**config.mk**
```make
export PLATFORM = sky130hd
export DESIGN_NAME = eth_regs_bus
export DESIGN_NICKNAME = d
export VERILOG_FILES = /design/src/rtl/eth_regs_bus.sv
export SDC_FILE = /design/constraint.sdc
export NUM_CORES = 1
export LEC_CHECK = 0
export CORE_MARGIN = 10
export CORE_UTILIZATION = 48
export DETAILED_ROUTE_END_ITERATION = 10
export GPL_TIMING_DRIVEN = 0
export HOLD_SLACK_MARGIN = 0.02
export PLACE_DENSITY_LB_ADDON = 0.25
export SLEW_MARGIN = 20
export SYNTH_ARGS = -nofsm -noshare
export SYNTH_HDL_FRONTEND = slang
export SYNTH_SLANG_ARGS = --single-unit
```
**constraint.sdc**
```tcl
create_clock -name clk_i -period 9.43 [get_ports clk_i]
set_clock_uncertainty 0.2 [all_clocks]
set_input_delay 1.886 -clock clk_i [delete_from_list [all_inputs] [get_ports clk_i]]
set_output_delay 1.886 -clock clk_i [all_outputs]
set_load 0.005 [all_outputs]
```
**src/rtl/eth_regs_bus.sv**
```systemverilog
// Addressed req/ack register bank for the 10/100 MAC: atomic 48-bit address commit,
// write-lock while the MAC runs, sticky interrupt status with mask.
module eth_regs_bus #(
  parameter int DW = 16,
  parameter int AW = 5
) (
  input  logic          clk_i,
  input  logic          res_i,
  input  logic          req_i,
  input  logic          we_i,
  input  logic [AW-1:0] addr_i,
  input  logic [DW-1:0] wdata_i,
  output logic          ack_o,
  output logic [DW-1:0] rdata_o,
  output logic          err_o,
  input  logic [7:0]    irq_set_i,
  output logic          irq_o,
  output logic [47:0]   mac_adr_o,
  output logic [47:0]   multicast_adr_o,
  output logic [4:0]    txalr_o,
  output logic [9:0]    minlr_o,
  output logic [12:0]   maxlr_o,
  output logic          cr_o,
  output logic [11:0]   rxcr_o,
  output logic [1:0]    txddr_o,
  output logic [7:0]    rxdtr_o,
  output logic [15:0]   rxdwtr_o
);

  localparam int NW = (DW == 16) ? 3 : 2;

  typedef enum logic [1:0] {IDLE, RESP, DRAIN} state_t;
  state_t state_q, state_d;

  logic [47:0]   mac_q, mac_d, mc_q, mc_d;
  logic [31:0]   mac_sh_q, mac_sh_d, mc_sh_q, mc_sh_d;
  logic [4:0]    txalr_q, txalr_d;
  logic [9:0]    minlr_q, minlr_d;
  logic [12:0]   maxlr_q, maxlr_d;
  logic          cr_q, cr_d;
  logic [11:0]   rxcr_q, rxcr_d;
  logic [1:0]    txddr_q, txddr_d;
  logic [7:0]    rxdtr_q, rxdtr_d;
  logic [15:0]   rxdwtr_q, rxdwtr_d;
  logic [7:0]    isr_q, isr_d, imr_q, imr_d, isr_clr;
  logic          irq_q, irq_d;
  logic [DW-1:0] rdata_q, rdata_d, rd_w;
  logic          err_q, err_d;

  logic          access, mapped, lockable, locked;
  logic [31:0]   idx, wd32;

  assign access = (state_q == IDLE) && req_i;
  assign idx    = 32'(addr_i);
  assign wd32   = 32'(wdata_i);

  // State register and all datapath registers
  always_ff @(posedge clk_i or posedge res_i) begin
    if (res_i) begin
      state_q  <= IDLE;
      mac_q    <= '0;
      mc_q     <= '0;
      mac_sh_q <= '0;
      mc_sh_q  <= '0;
      txalr_q  <= 5'h10;
      minlr_q  <= 10'h040;
      maxlr_q  <= 13'h05EE;
      cr_q     <= 1'b0;
      rxcr_q   <= 12'h800;
      txddr_q  <= '0;
      rxdtr_q  <= 8'h20;
      rxdwtr_q <= 16'h1000;
      isr_q    <= '0;
      imr_q    <= '0;
      irq_q    <= 1'b0;
      rdata_q  <= '0;
      err_q    <= 1'b0;
    end else begin
      state_q  <= state_d;
      mac_q    <= mac_d;
      mc_q     <= mc_d;
      mac_sh_q <= mac_sh_d;
      mc_sh_q  <= mc_sh_d;
      txalr_q  <= txalr_d;
      minlr_q  <= minlr_d;
      maxlr_q  <= maxlr_d;
      cr_q     <= cr_d;
      rxcr_q   <= rxcr_d;
      txddr_q  <= txddr_d;
      rxdtr_q  <= rxdtr_d;
      rxdwtr_q <= rxdwtr_d;
      isr_q    <= isr_d;
      imr_q    <= imr_d;
      irq_q    <= irq_d;
      rdata_q  <= rdata_d;
      err_q    <= err_d;
    end
  end

  always_comb begin
    state_d = state_q;
    case (state_q)
      IDLE:    if (req_i) state_d = RESP;
      RESP:    state_d = DRAIN;
      DRAIN:   if (!req_i) state_d = IDLE;
      default: state_d = IDLE;
    endcase
  end

  always_comb begin
    ack_o   = (state_q == RESP);
    rdata_o = ack_o ? rdata_q : '0;
    err_o   = ack_o & err_q;
  end

  // Address decode and read mux; address words are DW-wide slices of the 48-bit value
  always_comb begin
    rd_w     = '0;
    mapped   = 1'b1;
    lockable = 1'b0;
    if (idx < NW) begin
      lockable = 1'b1;
      rd_w     = DW'({16'h0, mac_q} >> (idx * DW));
    end else if (idx >= 4 && idx < 4 + NW) begin
      lockable = 1'b1;
      rd_w     = DW'({16'h0, mc_q} >> ((idx - 4) * DW));
    end else begin
      case (idx)
        32'd8:   rd_w = DW'(txalr_q);
        32'd9:   begin rd_w = DW'(minlr_q); lockable = 1'b1; end
        32'd10:  begin rd_w = DW'(maxlr_q); lockable = 1'b1; end
        32'd11:  rd_w = DW'(cr_q);
        32'd12:  rd_w = DW'(rxcr_q);
        32'd13:  rd_w = DW'(txddr_q);
        32'd14:  rd_w = DW'(rxdtr_q);
        32'd15:  rd_w = DW'(rxdwtr_q);
        32'd16:  rd_w = DW'(isr_q);
        32'd17:  rd_w = DW'(imr_q);
        default: mapped = 1'b0;
      endcase
    end
    locked = lockable & cr_q;
  end

  always_comb begin
    mac_d    = mac_q;
    mc_d     = mc_q;
    mac_sh_d = mac_sh_q;
    mc_sh_d  = mc_sh_q;
    txalr_d  = txalr_q;
    minlr_d  = minlr_q;
    maxlr_d  = maxlr_q;
    cr_d     = cr_q;
    rxcr_d   = rxcr_q;
    txddr_d  = txddr_q;
    rxdtr_d  = rxdtr_q;
    rxdwtr_d = rxdwtr_q;
    imr_d    = imr_q;
    isr_clr  = '0;
    rdata_d  = rdata_q;
    err_d    = err_q;
    if (access) begin
      rdata_d = we_i ? '0 : rd_w;
      err_d   = !mapped || (we_i && locked);
      if (we_i && mapped && !locked) begin
        // Lower address words only fill the shadow; the top word commits all 48 bits at once
        if (idx < NW) begin
          if (idx == NW - 1)     mac_d = {wd32[15:0], mac_sh_q};
          else if (DW == 32)     mac_sh_d = wd32;
          else if (idx == 0)     mac_sh_d[15:0] = wd32[15:0];
          else                   mac_sh_d[31:16] = wd32[15:0];
        end else if (idx >= 4 && idx < 4 + NW) begin
          if (idx == 4 + NW - 1) mc_d = {wd32[15:0], mc_sh_q};
          else if (DW == 32)     mc_sh_d = wd32;
          else if (idx == 4)     mc_sh_d[15:0] = wd32[15:0];
          else                   mc_sh_d[31:16] = wd32[15:0];
        end else begin
          case (idx)
            32'd8:   txalr_d  = wd32[4:0];
            32'd9:   minlr_d  = wd32[9:0];
            32'd10:  maxlr_d  = wd32[12:0];
            32'd11:  cr_d     = wd32[0];
            32'd12:  rxcr_d   = wd32[11:0] & 12'hFF9;
            32'd13:  txddr_d  = wd32[1:0];
            32'd14:  rxdtr_d  = wd32[7:0];
            32'd15:  rxdwtr_d = wd32[15:0];
            32'd16:  isr_clr  = wd32[7:0];
            32'd17:  imr_d    = wd32[7:0];
            default: ;
          endcase
        end
      end
    end
    isr_d = (isr_q & ~isr_clr) | irq_set_i;
    irq_d = |(isr_q & imr_q);
  end

  assign irq_o           = irq_q;
  assign mac_adr_o       = mac_q;
  assign multicast_adr_o = mc_q;
  assign txalr_o         = txalr_q;
  assign minlr_o         = minlr_q;
  assign maxlr_o         = maxlr_q;
  assign cr_o            = cr_q;
  assign rxcr_o          = rxcr_q;
  assign txddr_o         = txddr_q;
  assign rxdtr_o         = rxdtr_q;
  assign rxdwtr_o        = rxdwtr_q;

endmodule

```
# --- Word-level counts from Yosys, hierarchy flattened ---
# Index checks and enable logic that the tools add are counted.
classes:
  n_eq_ne: 17
  n_shift: 2
  n_mux: 19
  n_lt_le_gt_ge: 3
  reduce_logical: 29
  div_mod_pow: 0
  add_sub_neg: 1
  mul: 0
  bitwise: 12
op_table:
  columns: ["cell", "count"]
  rows:
  - ["16-bit case mux with 10 select lines", 1]
  - ["16-bit two-way mux", 4]
  - ["5-bit AND reduction", 12]
  - ["48-bit by 32-bit right shift with 16-bit output", 1]
  - ["48-bit by 9-bit right shift with 16-bit output", 1]
  - ["5-bit by 4-bit == test with 1-bit output (second input constant)", 8]
  - ["8-bit two-way mux", 5]
  - ["32-bit logical NOT", 1]
  - ["8-bit bitwise AND", 2]
  - ["6-bit AND reduction", 2]
  - ["5-bit by 3-bit == test with 1-bit output (second input constant)", 2]
  - ["5-bit == test (second input constant)", 2]
  - ["10-bit OR reduction", 1]
  - ["8-bit inverter", 1]
  - ["8-bit OR", 1]
  - ["8-bit OR reduction", 1]
  - ["1-bit two-way mux", 6]
  - ["1-bit inverter", 6]
  - ["2-bit case mux with 3 select lines", 1]
  - ["5-bit by 3-bit subtractor with 6-bit output (second input constant)", 1]
  - ["5-bit by 2-bit == test with 1-bit output (second input constant)", 1]
  - ["5-bit by 3-bit greater-or-equal comparator with 1-bit output (second input constant)", 1]
  - ["1-bit logical AND", 5]
  - ["5-bit by 2-bit < comparator with 1-bit output (second input constant)", 1]
  - ["12 further kinds", 16]
totals:
  regBits: 261
  word_cells: 103
  latchBits: 0
  mem_bits_ro: 0
  memories: 0
  in_bits: 33
  output_inout_bits: 182
  ram_bits: 0

# --- Longest topological paths before layout ---
# Gate-level depths: netlist of the first run.
logic_depth:
  word_depth: 13
  depth_mapped: 9
  depth_no_buf: 8

# --- Worst setup path before layout of the first run ---
# Ideal clock, no wire load.
synth_path:
  path_kind: "input -> register"
  from: "in addr_i[2]"
  to: "reg maxlr_q[0], in the netlist maxlr_o[0]"
  cell_stages: 9
  setup_slack_ps: 5078
  t_arrival_ps: 4028
  required_time_ps: 9105
  setup_ps: 125
  cell_sequence: "inv_1 ha_1 ha_1 a21oi_2 or3_1 buf_2 nor4_2 buf_2 mux2_2"
synth_via:
  elab_chain_cells: 9
  word_cells_on_any_way: 29
synth_rtl:
  columns: ["element", "line_no", "source"]
  rows:
  - ["from (decl)", "11", "input logic [AW-1:0] addr_i,"]
  - ["parallel branches: the longest is 8 deep, another holds 5-bit by 3-bit greater-or-equal comparator with 1-bit output", null, null]
  - ["5-bit AND reduction (no source line) *", null, null]
  - ["to (signal assigned)", "86", "maxlr_q <= maxlr_d;"]
  - ["to (decl)", "39", "logic [12:0] maxlr_q, maxlr_d;"]
# Every way passes the cells marked *.
# A chain may end at the register's enable or synchronous reset.

# --- Worst setup path after layout of the first run ---
layout_path:
  from: "in addr_i[2]"
  to: "reg rxdwtr_q[8], in the netlist rxdwtr_o[8]"
layout_via:
  elab_chain_cells: 9
  word_cells_on_any_way: 29
layout_rtl:
  columns: ["element", "line_no", "source"]
  rows:
  - ["parallel branches: the longest is 8 deep, another holds 5-bit by 3-bit greater-or-equal comparator with 1-bit output", null, null]
  - ["5-bit AND reduction (no source line) *", null, null]
  - ["to (signal assigned)", "91", "rxdwtr_q <= rxdwtr_d;"]
  - ["to (decl)", "44", "logic [15:0] rxdwtr_q, rxdwtr_d;"]
# Marked as above.

==> run metrics, run 1 <==
status finished, final reports clean; Resized cells post-CTS 0; placed cell areas 0.0144 mm2; Most used DFF post-synth dfrtp_1; Worst-Skew Late Latency 0.55 ns; Max H-tree Level 1; post-layout min period 5.25 ns; r2r startpoint state_q[0]; Root Driver clkbuf_16; grt ovf 0; largest net degree at the start of global routing 107; Wirelength per Cell 25.8 um; Hold Buf Count CTS 0; R2R Path End rxdwtr_o[8]; VDD IR max 0.000119 V; PortBufs between 200 and 250; period utilization 0.557; power share of the combinational group 0.144; Clock Path Buffers 3; Via density 5.82; sequential share of power 0.477; die footprint 0.0313 mm2; Simple-Gate Fraction of Synth Area 0.0543; Compound-Gate Fraction of Synth Area 0.0880; post-synthesis sequential area ratio 0.554; share of layout cells above drive strength 1 0.274; Pint 2.05 mW; Sw Pwr 0.709 mW; post-synthesis cell count 907; syn avg cell area 13.0 um2; Hold Startpoint rdata_q[14]; CTS tree built; HPWL Detailed 28,200 um; Worst Setup Start Kind input port; PwrDens 181 mW/mm2; Final Cell Area between 0.015 and 0.02 mm2; IO Pins 215; Die Y 177 um; P_leak between 6 and 7 nW; reg2reg path depth 9; DRT Wirelength between 30,000 and 40,000 um; WP data required 9.64 ns; first-pass GRT wire length approximately 57,000 um; XOR/XNOR Fraction of Synth Area 0; post-synthesis mux area share 0.270; core area 0.0242 mm2; YS warnings 0; Synth Register Bits 261; DR vias 8,693; clock network power share 0.379; Synth Cell Area 0.0118 mm2; chip width 177 um; vias in the first global route 9,037; Starting Density 0.487; CP Max Fanout 10; DP Worst Slack around 3.8 ns; CTS buffer count 27; fmax about 0.19 GHz; post-synthesis adder-cell area fraction 0.00635; Slew Viols, Final 0; post-synth cell types 57; nature of the critical path endpoint flip-flop; num rows 57; WHS Path Cells 2; initial antenna violation count 1; antenna fix cells 0; postcts setup bufs 0; area growth from synthesis to layout 29.1%; # fillers 1,936; Total Routing Usage GR 0.240; Sw Ratio 0.257; multi-input logic area 0.00497 mm2; final hold violation count 0; Storage cell area 0.00655 mm2; max-cap viol count 0; DRT Pass-1 Iters 5; final worst slack 4.18 ns; number of enable flip-flop cells after synthesis 0; clock transition at the registers of the reported paths 0.06 ns; Async S/R FF share, synth 1.00; worst slew pin tran 1.15 ns; Worst Hold Class flip-flop to flip-flop; Arr. time, crit path approximately 5.5 ns; ANT nets after route 0; reg2reg setup slack 6.16 ns; Hold Slack ~0.28 ns; Crit Path Class input port to flip-flop; Final Wtd Congestion 0.971; main combinational cell family by area after synthesis multiplexers; RSZ-0062 raised after global routing false; drt first-iter violations 763; final net count 1,188; Sinks on Clock Net 261; hold endpoint rdata_q[14]; DRC Markers 0; Final Setup Violations 0; relative slew slack 0.236
power groups by stage:
stage / clock network [mW] / registers, mW / logic (mW)
after CTS: 1.05 / 1.31 / 0.397
final: 1.04 / 1.31 / 0.396
after detailed placement: 0 / 1.33 / 0.395
after global placement: 0 / 1.33 / 0.383
after floorplan: 0 / 1.31 / 0.203
after global routing: 1.10 / 1.33 / 0.426
metal layers:
layer,vias to the layer above,wire length [um],track usage
li1,3786,-,-
met1,4482,15600,0.306
met2,362,18600,0.395
met3,61,3400,0.0632
met4,2,956,0.0665
met5,-,11,0
flip-flops by register name, indices dropped and copies added (netlist names):
| signal | flops |
|---|---|
| rxdwtr_o | 16 |
| rdata_q | 16 |
| err_q | 1 |
| irq_o | 1 |
| rxdtr_o | 8 |
| mc_sh_q | 32 |
| multicast_adr_o | 48 |
| txalr_o | 5 |
| txddr_o | 2 |
| mac_adr_o | 48 |
| rxcr_o | 10 |
| state_q | 2 |
| maxlr_o | 13 |
| mac_sh_q | 32 |
| minlr_o | 10 |
| imr_q | 8 |
| isr_q | 8 |
| cr_o | 1 |
worst max-delay path by stage:
stage,from,endpoint
after floorplan,res_i,cr_o
after global placement,res_i,irq_o
after detailed placement,addr_i[2],rxdwtr_o[8]
after CTS,addr_i[2],rxdwtr_o[8]
after global routing,addr_i[2],rxdwtr_o[8]
final,addr_i[2],rxdwtr_o[8]
cells by family after synthesis:
| logic type | count (synthesis) |
|---|---|
| AOI/OAI and AO/OA | 153 |
| adders and majority gates | 6 |
| DFF | 261 |
| buffers and inverters | 71 |
| muxes | 286 |
| and+or+nand+nor | 129 |
| other | 1 |
final cells by class:
type                            count  area share
Buffer                             64      0.0187
Inverter                            7     0.00221
Sequential cell                   261       0.429
Timing Repair Buffer              212       0.141
Multi-Input combinational cell    576       0.326
Clock inverter                      8     0.00451
Clock buffer                       41      0.0517
Tap cell                          324      0.0266
cell usage after synthesis, types with 2 or more instances:
master | number | area share
dfrtp_1 | 248 | 0.53
mux2_2 | 226 | 0.22
nand2_1 | 59 | 0.019
mux2i_1 | 50 | 0.042
o21ai_0 | 50 | 0.021
clkbuf_1 | 37 | 0.012
a22oi_1 | 26 | 0.017
nor2_1 | 19 | 0.0060
and2_1 | 18 | 0.0095
buf_2 | 15 | 0.0064
a21oi_1 | 13 | 0.0055
dfstp_2 | 13 | 0.029
a221oi_1 | 10 | 0.0074
mux2_4 | 10 | 0.013
a21o_1 | 9 | 0.0057
o211ai_1 | 9 | 0.0057
buf_1 | 7 | 0.0022
inv_1 | 7 | 0.0022
ha_1 | 6 | 0.0064
nand2b_1 | 6 | 0.0032
nor2b_1 | 5 | 0.0026
nor3_1 | 5 | 0.0021
o22ai_1 | 5 | 0.0026
nand3_1 | 4 | 0.0017
o31ai_1 | 4 | 0.0025
a2bb2oi_1 | 3 | 0.0022
buf_4 | 3 | 0.0019
o221ai_1 | 3 | 0.0022
a22o_1 | 2 | 0.0015
and3_1 | 2 | 0.0011
buf_6 | 2 | 0.0019
nand4_1 | 2 | 0.0011
nor4_2 | 2 | 0.0021
nor4bb_1 | 2 | 0.0017
o2111ai_1 | 2 | 0.0015
o311a_1 | 2 | 0.0017
critical path, cell delays in order:
cell and delay, ns:
clkdlybuf4s50_1 0.64, inv_1 0.35, ha_1 0.21, ha_1 0.26, a21oi_2 0.17, or3_1 0.36
buf_2 0.17, nor2_1 0.53, buf_2 0.48, mux2_2 0.39
stage by stage:
| step | util | std cells | power (mW) | TNS [ns] |
|---|---|---|---|---|
| floorplan | - | 908 | 1.51 | 0 |
| global placement | 0.591 | 1442 | 1.71 | -742.29 |
| detailed placement | 0.594 | 1444 | 1.73 | 0 |
| CTS | 0.629 | 1493 | 2.76 | 0 |
| global route | 0.629 | 1493 | 2.86 | 0 |
| finish | 0.629 | 1493 | 2.76 | 0 |
layout by cell type (no fill, tap or decap), types with 3 or more instances in the layout:
cell type        synthesis  final
clkbuf_1                37     45
o31ai_1                  4      4
o21ai_0                 50     50
inv_1                    7      6
buf_2                   15     15
buf_1                    7      7
a21oi_1                 13     13
o221ai_1                 3      3
nor2b_1                  5      5
mux2_2                 226    226
o22ai_1                  5      5
mux2i_1                 50     50
dfrtp_1                248    248
clkdlybuf4s50_1          0    210
a221oi_1                10     10
nand2b_1                 6      6
a21o_1                   9      9
clkinv_2                 0      6
o211ai_1                 9      9
nand3_1                  4      4
nor3_1                   5      4
nand2_1                 59     59
clkbuf_16                0     27
a2bb2oi_1                3      3
nor2_1                  19     19
buf_4                    3      3
dfstp_2                 13     13
a22oi_1                 26     26
and2_1                  18     18
ha_1                     6      6
clkbuf_8                 0      6
mux2_4                  10     10
Note: power is estimated with default switching activity, not from simulation.
==> run 2, diff against run 1 <==
Clock period 9.43 ns to 4.8 ns, I/O delays scaled along.
==> run 2 against run 1 <==
Net effect: critical path depth unchanged; flip-flop and latch count unchanged; sequential share of layout area down 0.62 points; die area unchanged; via count up 1.5%; final area up 1.5%; sequential power up 98%; hold slack worse by 0.00095 ns; first-iteration DRC count down 14%; power up 100%; global-route usage up 0.39 points; critical path type unchanged; largest cell class unchanged; largest power group unchanged.
==> run metrics, run 2 (synthesis gave the netlist of run 1 again) <==
Slew Viols, Final 0 (unchanged); Crit-path slowest cell clkdlybuf4s50_1; Final Cell Area 0.0155 mm2 (+1.5%); nature of the critical path endpoint flip-flop; Hold Startpoint rdata_q[8]; postcts setup bufs 0 (unchanged); Worst Hold Class flip-flop to flip-flop; clock transition at the registers of the reported paths 0.06 ns (about the same); Total Routing Usage GR 0.244 (+0.00388); clock network power share 0.400 (+0.021); Resized cells post-CTS 0 (unchanged); WHS Path Cells 2 (unchanged); fmax 0.237 GHz; max-cap viol count 0 (unchanged); drt first-iter violations 653 (-14%); Worst-Skew Late Latency 0.55 ns (about the same); P_leak 7.01 nW (+1.5%); status finished, final reports clean; CP Max Fanout 10 (unchanged); Pint 4.19 mW (+100%); most frequent cells in the layout dfrtp_1 (248), mux2_2 (226), clkdlybuf4s50_1 (210), nand2_1 (59); placed cell areas 0.0145 mm2 (+0.70%); Sinks on Clock Net 261 (unchanged); PortBufs 210 (unchanged); sequential share of power 0.459 (-0.018); IO Pins 215 (unchanged); CTS buffer count 28 (+3.7%); Hold Buf Count CTS 0 (unchanged); share of layout cells above drive strength 1 0.282 (+0.00870); reg2reg setup slack 1.45 ns (-4.71 ns); post-layout min period 4.22 ns; Root Driver clkbuf_16; reg2reg path depth 4 (-5); WP data required 5.02 ns (-4.62 ns); grt ovf 0 (unchanged); Cell Chain, Critical Path clkdlybuf4s50_1, inv_1, ha_1, ha_1, a21oi_2, or3_1, buf_2, nor2_1, buf_2, mux2_2; VDD IR max 0.000244 V (+100%); hold endpoint rdata_q[8]; ANT nets after route 0 (unchanged); Arr. time, crit path 4.45 ns (-1.01 ns); HPWL Detailed 28,700 um (+2.0%); Via density 5.86 (+0.65%); Wirelength per Cell 25.9 um (+0.11%); Design Power 5.63 mW (+100%); Die Y 177 um (unchanged); Sw Ratio 0.255 (-0.00217); Crit Path Class input port to flip-flop; die footprint 0.0313 mm2 (unchanged); power share of the combinational group 0.140 (-0.004); first-pass GRT wire length 58,200 um (+1.6%); DRT Wirelength 38,900 um (+0.91%); chip width 177 um (unchanged); vias in the first global route 9,196 (+1.8%); num rows 57 (unchanged); Clock Path Buffers 3 (unchanged); crit-path max cell delay 0.62 ns (-0.02 ns); Worst Setup Start Kind input port; final net count 1,196 (+0.67%); RSZ-0062 raised after global routing false; PwrDens 363 mW/mm2 (+100%); Final Wtd Congestion 0.964 (-0.73%); DR vias 8,820 (+1.5%); Final Setup Violations 0 (unchanged); DRT Pass-1 Iters 5 (unchanged); Sw Pwr 1.44 mW (+100%); R2R Path End mc_sh_q[22]; relative slew slack 0.229 (-0.00671); final hold violation count 0 (unchanged); worst slew pin tran 1.16 ns (+0.0101 ns); initial antenna violation count 1 (unchanged); area growth from synthesis to layout 31.0%; DRC Markers 0 (unchanged); Starting Density 0.487 (unchanged); core area 0.0242 mm2 (unchanged); period utilization 0.880; r2r startpoint state_q[0]; most common cell after layout, fill and taps aside dfrtp_1; Max H-tree Level 1 (unchanged); largest net degree at the start of global routing 36 (-66%); CTS tree built
==> run 2: power groups by stage <==
| stage | clock, mW | sequential [mW] | combinational, mW |
|---|---|---|---|
| 2_1_floorplan | 0 | 2.58 | 0.398 |
| 3_3_place_gp | 0 | 2.61 | 0.754 |
| 3_5_place_dp | 0 | 2.62 | 0.789 |
| 4_1_cts | 2.28 | 2.58 | 0.793 |
| 5_1_grt | 2.37 | 2.61 | 0.851 |
| 6_report | 2.25 | 2.59 | 0.789 |
==> run 2: metal layers <==
layer  GRT usage  share of wire  vias up
met5           0              0        -
met4      0.0862          0.035        0
met3      0.0518          0.079       86
met2       0.396           0.47      378
met1       0.316           0.42     4541
li1            -              -     3815
==> run 2: final cells by class <==
type                    instances  area, um2
clock inverters                13        158
well taps                     324        405
multi-input cells             576       4960
diodes                          2       5.00
plain buffers                  64        285
flip-flops and latches        261       6550
clock buffers                  39        812
repair buffers                219       2270
fillers                      1910       8770
inverters                       7       30.0
==> run 2: critical path, delay by kind of cell <==
kind	cells	cell delay, ns
mux	1	0.38
buf+inv	4	1.58
simple gates	2	0.87
fa+ha+maj	2	0.48
compound gates	1	0.18
==> run 2: how the worst max path moves through the flow <==
stage,from,to,cells past startpoint
after floorplan,res_i,cr_o,1
after global placement,res_i,mac_sh_q[21],2
after detailed placement,addr_i[2],rxdwtr_o[0],10
after CTS,addr_i[2],rxdwtr_o[0],10
after global routing,addr_i[2],rxdwtr_o[0],10
final,addr_i[2],rxdwtr_o[1],10
==> run 2: stage by stage <==
step,std cells,setup TNS (ns),setup WS [ns],hold slack (ns),util
final,1505,0,0.576,0.279,0.638
after global routing,1504,0,0.443,0.303,0.638
after CTS,1502,0,0.654,0.281,0.638
after detailed placement,1450,0,0.0963,0.267,0.598
after global placement,1442,-413.75,-1.68,0.257,0.591
after floorplan,908,0,0.209,0.242,-
